File: src/rtl/clkdiv_pkg.sv
// Shared constants and types for the 32-bit free-running clock-divider counter.
package clkdiv_pkg;

  localparam int CNT_W    = 32;
  localparam int SLICE_W  = 4;
  localparam int N_SLICES = 8;

  typedef logic [CNT_W-1:0]   cnt_t;
  typedef logic [SLICE_W-1:0] slice_t;

  localparam cnt_t CLKDIV_RST_DEFAULT = 32'h0000_0000;

  // Terminal count of one slice: all ones, so the next slice may advance.
  function automatic logic slice_tc(input slice_t v);
    return (v == 4'hF);
  endfunction

endpackage

File: src/rtl/clkdiv_slice4.sv
// One 4-bit counter slice; advances when en_in is high and flags all-ones on tc.
module clkdiv_slice4
  import clkdiv_pkg::*;
(
  input  logic               clk,
  input  logic               rst,
  input  logic               en_in,
  input  logic [SLICE_W-1:0] rst_val,
  output logic [SLICE_W-1:0] q,
  output logic               tc
);

  slice_t q_d;
  slice_t q_q;

  always_comb begin
    q_d = q_q;
    if (en_in) begin
      q_d = q_q + 4'd1;
    end else begin
      q_d = q_q;
    end
  end

  always_ff @(posedge clk) begin
    if (!rst) begin
      q_q <= rst_val;
    end else begin
      q_q <= q_d;
    end
  end

  assign q  = q_q;
  assign tc = slice_tc(q_q);

endmodule

File: src/rtl/clkdiv_32b.sv
// Free-running 32-bit timebase built from eight 4-bit slices with a lookahead carry enable.
module clkdiv_32b
  import clkdiv_pkg::*;
#(
  parameter cnt_t RST_VALUE = CLKDIV_RST_DEFAULT
) (
  input  logic             clk,
  input  logic             rst,
  output logic [CNT_W-1:0] clkdiv
);

  logic [N_SLICES-1:0] tc_s;
  logic [N_SLICES-1:0] en_s;
  cnt_t                cnt_q;

  // Slice j advances only when every lower slice holds its terminal count;
  // the flags come straight from registers, so this is a pure AND prefix.
  always_comb begin
    en_s    = '0;
    en_s[0] = 1'b1;
    for (int j = 1; j < N_SLICES; j++) begin
      en_s[j] = en_s[j-1] & tc_s[j-1];
    end
  end

  for (genvar j = 0; j < N_SLICES; j++) begin : g_slice
    clkdiv_slice4 u_slice (
      .clk     (clk),
      .rst     (rst),
      .en_in   (en_s[j]),
      .rst_val (RST_VALUE[j*SLICE_W +: SLICE_W]),
      .q       (cnt_q[j*SLICE_W +: SLICE_W]),
      .tc      (tc_s[j])
    );
  end

  assign clkdiv = cnt_q;

endmodule

File: config.mk
export PLATFORM = sky130hd
export DESIGN_NAME = clkdiv_32b
export DESIGN_NICKNAME = d
export VERILOG_FILES = /design/src/rtl/clkdiv_pkg.sv /design/src/rtl/clkdiv_slice4.sv /design/src/rtl/clkdiv_32b.sv
export SDC_FILE = /design/constraint.sdc
export NUM_CORES = 1
export LEC_CHECK = 0
export CAP_MARGIN = 20
export CORE_MARGIN = 5
export CORE_UTILIZATION = 35
export CTS_BUF_LIST = sky130_fd_sc_hd__clkbuf_2 sky130_fd_sc_hd__clkbuf_4 sky130_fd_sc_hd__clkbuf_8
export CTS_CLUSTER_DIAMETER = 40
export DETAILED_ROUTE_END_ITERATION = 12
export HOLD_SLACK_MARGIN = 0.03
export PLACE_DENSITY = 0.64
export SLEW_MARGIN = 30
export SYNTH_ARGS = -nofsm -noshare
export SYNTH_HDL_FRONTEND = slang
export SYNTH_SLANG_ARGS = --single-unit
File: constraint.sdc
create_clock -name clk -period 2.15 [get_ports clk]
set_input_delay 0.43 -clock clk [delete_from_list [all_inputs] [get_ports clk]]
set_output_delay 0.43 -clock clk [all_outputs]
set_load 0.01 [all_outputs]
After elaboration in Yosys (flattened, before gate mapping)
Index checks and enable logic that the tools add are counted.

cells by class
  $add $sub $neg = 8
  bitwise gates (word level) = 6
  equality and inequality tests = 7

operator list
  cell                                                            count
  4-bit by 1-bit adder with 4-bit output (second input constant)  8
  4-bit equality test (second input constant)                     7
  1-bit bitwise AND                                               6

storage, ports and cells
  output and inout port bits = 32
  bits of input ports = 2
  register bits after elaboration = 32

Logic depth before layout (Yosys ltp)
  depth after elaboration = 7
  gate-level depth with buffers = 7
  depth with buffers taken out = 5

Cells and area by module
Synthesis repeated with hierarchy kept, for this count alone.

unflattened totals
  cell total of the unflattened synthesis = 152
  area, all modules = 1834.3 µm²

by module, submodules not included
  module         instances  seq. area each (µm²)  cells each  area an instance (µm²)
  clkdiv_slice4  8          120.1                 18          222.7
  clkdiv_32b     1          0.0                   8           52.6

Least setup slack after synthesis
No wires, ideal clock.

  path type = flip-flop to flip-flop
  start point = register g_slice[3].u_slice.q_q[0]
  end point = register g_slice[7].u_slice.q_q[3]
  slack = 0.165 ns
  data arrival time = 1.915 ns
  period minus slack after synthesis = 1.985 ns
  setup time = 0.070 ns
  cell stages (with the launch flop) = 6
  buffers on the path = 0
  cell sequence = dfxtp_1 -> ha_1 -> nand3_2 -> or4_4 -> or4_1 -> a21oi_1

between the ends
  cells in the longest elaborated chain, start to end = 5

RTL lines
  what                             RTL line             source
  start, declared                  clkdiv_slice4.sv:14  slice_t q_q;
  start signal, assigned           clkdiv_slice4.sv:27  q_q <= rst_val;
  start signal, assigned           clkdiv_slice4.sv:29  q_q <= q_d;
  4-bit equality test              clkdiv_pkg.sv:15     return (v == 4'hF);
  1-bit bitwise AND (4 in series)  clkdiv_32b.sv:22     en_s[j] = en_s[j-1] & tc_s[j-1];
  end signal, assigned             clkdiv_slice4.sv:27
  end signal, assigned             clkdiv_slice4.sv:29
  end, declared                    clkdiv_slice4.sv:14

No other way between the ends.
A chain may end at the register's enable or synchronous reset.

Worst setup path in the final report
  start point = register g_slice[0].u_slice.q_q[0]
  end point = register g_slice[7].u_slice.q_q[3]

between the ends
  cells in the longest elaborated chain, start to end = 7

RTL lines
  what                             RTL line
  start, declared                  clkdiv_slice4.sv:14
  start signal, assigned           clkdiv_slice4.sv:27
  start signal, assigned           clkdiv_slice4.sv:29
  4-bit equality test              clkdiv_pkg.sv:15
  1-bit bitwise AND (6 in series)  clkdiv_32b.sv:22

No other way between the ends.

==> flow_summary_export.csv <==
group,metric,value,unit
drt,drt-initial-drc-count,69,
timing,slew_headroom,0.426,
logic_synthesis,syn_avg_cell_area,8.94,um2
setup_path,end_kind,"register",
setup_path,crit_start,"g_slice[0].u_slice.q[0]",
cts,clockRootBuffer,"clkbuf_8",
cells_and_area,final_cells,259,
logic_synthesis,seq_area_frac_synth,0.434,
grt,first_global_vias,1255,
cells_and_area,nNetsFinal,218,
logic_synthesis,synthFlopType,"dfxtp_1",
logic_synthesis,ys_warn_count,0,
logic_synthesis,synth_cell_types,34,
hold_path,hp-start,"g_slice[0].u_slice.q[0]",
setup_path,worstSetupPathType,"register to register",
timing,fin_crit,2.04,ns
cells_and_area,fill_cells,386,
logic_synthesis,synth.top_cell.area_share,0.434,
placed_design,place_hpwl,2.29,mm
setup_path,reg2reg_from,"g_slice[0].u_slice.q[0]",
cts,cts_tree,"done",
cells_and_area,diodes,0,
setup_path,crit_arrival,2.23,ns
grt,antenna_found_initial,0,
drt,num_vias,1333,
placed_design,numPortBuffers,33,
pwr,power_density,563,mW/mm2
logic_synthesis,synthesis.nets,175,
logic_synthesis,synth_edf_count,0,
cells_and_area,largest_reg_flops,32,
drt,routedWlPerCell,12.8,um
placed_design,pre_cts_ws,0.103,ns
cts,h-tree-depth,2,
drt,vias_per_cell,5.15,
setup_path,cp-start-kind,"register",
floorplan,core,0.00406,mm2
pwr,switching_share,0.205,
floorplan,die_h,74.9,um
timing,hold_viol_final,0,
grt,grt_max_degree,30,
cts,clk_pin_slew,0.06,ns
floorplan,io_pins,34,
flow_run,maxCapViolCount,0,
floorplan,die_area,0.00561,mm2
cells_and_area,syn_to_final_growth,36.2,%
drt,drcViolationCount,0,
pwr,pwr-share-clk,0.437,
timing,fin_crit_sh,0.948,
logic_synthesis,synthArstFlopShare,0,
timing,maxSlewViolCount,0,
pwr,share_comb_of_total_power,0.030,
cts,cts_setup_buffers,0,
logic_synthesis,synth_area,0.00148,mm2
cts,clock_sinks,32,
cts,cts_buffers,5,
pwr,internal_power,899,uW
hold_path,min_path_type,"register to register",
pwr,vdd_drop_max,0.000329,V
floorplan,die_x,74.9,um
grt,grt_pass1_wl,5.58,mm
timing,finClkSkew,0.00291,ns
setup_path,cp_max_fo,7,
floorplan,row_count,23,
logic_synthesis,yosysMostFrequentCell,"dfxtp_1",
timing,setup_viol,0,
timing,clock.fmax,491,MHz
drt,drt-pass1-iter-count,4,
setup_path,required,2.34,ns
timing,setup_tns,0,ns
drt,final_antenna_net_count,0,
status,status,"completed",
pwr,p_seq_frac,0.533,
pwr,p_switching,232,uW
logic_synthesis,synth_common_cells,"dfxtp_1 (32), a21oi_1 (16), nand3_1 (15), nor2_1 (15), nand2_1 (9)",
cts,clock_path_buffers,2,
logic_synthesis,synth_area_leader_cell,"dfxtp_1",
pwr,p_leak,0.696,nW
cts,insertion_delay,0.28,ns
timing,rsz0062_at_grt,"no",
floorplan,initial_utilization,0.364,
drt,drt_wl_total,3.30,mm
timing,worst_pin_slew,0.855,ns
logic_synthesis,yosys-top-cells-area,"dfxtp_1 (43%), ha_1 (6.8%), a21oi_1 (5.4%)",
logic_synthesis,synthCells,165,
timing,layout_setup_ws,0.112,ns
logic_synthesis,ys_ff_latch,32,
placed_design,gp_congestion,0.787,
grt,grt.overflow.total,0,
cells_and_area,drive_gt1_frac,0.124,
grt,grtUsageTotal,0.129,
placed_design,dp_cells,250,
-- power by group through the flow --
stage	Sequential [mW]	Clock [mW]	Combinational, mW
6_report	0.603	0.495	0.0340
5_1_grt	0.604	0.543	0.0370
4_1_cts	0.603	0.516	0.0338
3_5_place_dp	0.616	0	0.0336
3_3_place_gp	0.616	0	0.0341
2_1_floorplan	0.618	0	0.0162
-- placed cells by master (no fill, tap or decap), drive strengths merged, types with 2 or more instances in the layout --
master / instances
a21oi: 16
and3: 4
buf: 10
clkbuf: 8
clkdlybuf4s50: 33
dfxtp: 32
ha: 8
inv: 3
nand2: 9
nand3: 17
nand4: 3
nor2: 15
nor4: 3
o21ai: 7
o31ai: 8
or2: 2
or3: 3
or4: 9
xnor2: 6
xor2: 6
-- routing by layer --
| metal | global-route usage | part of all wire | routed length, um |
|---|---|---|---|
| met5 | 0 | 0 | 0 |
| met4 | 0.0474 | 0.0097 | 32 |
| met3 | 0.0481 | 0.052 | 172 |
| met2 | 0.203 | 0.45 | 1490 |
| met1 | 0.161 | 0.49 | 1610 |
-- final timing paths --
check                                  to  slack [ns]  cells past startpoint
setup / recovery  g_slice[7].u_slice.q[3]        0.11                      5
hold / removal    g_slice[0].u_slice.q[0]        0.47                      1
setup reg to reg  g_slice[7].u_slice.q[3]        0.11                      5
hold reg to reg   g_slice[0].u_slice.q[0]        0.47                      1
-- what timing repair did --
| item | CTS | global route |
|---|---|---|
| gates resized for setup | 0 | 1 |
| setup endpoints to repair | 0 | 3 |
| hold buffers | 0 | 0 |
-- area by class of cell --
type	count	area, um2	share of cell area
timing repair buffer	43	405	0.202
multi-input combinational	122	788	0.392
tap	50	62.6	0.0311
inverter	4	15.0	0.00747
sequential	32	641	0.319
clock buffer	8	97.6	0.0486
-- cells by family after synthesis --
logic type	after synthesis	share of synthesized area
buf+inv	12	0.0390
xor+xnor	12	0.0712
simple gates	68	0.257
fa+ha+maj	8	0.0679
mux	1	0.00679
compound gates	32	0.124
flops	32	0.434
-- stage by stage --
step / area (um2) / util / power [mW] / hold slack, ns
detailed placement: 1900 / 0.468 / 0.650 / 0.448
CTS: 2000 / 0.492 / 1.15 / 0.474
floorplan: 1480 / - / 0.634 / 0.469
finish: 2010 / 0.495 / 1.13 / 0.466
global route: 2010 / 0.495 / 1.18 / 0.513
global placement: 1900 / 0.468 / 0.650 / 0.444
-- worst max-delay path: stages, from the launching register on --
cell	delay, ns
dfxtp_1	0.37
ha_2	0.24
nand3_4	0.10
or4_4	0.58
or4_1	0.52
a21oi_1	0.14
Note: power is estimated with default switching activity, not from simulation.
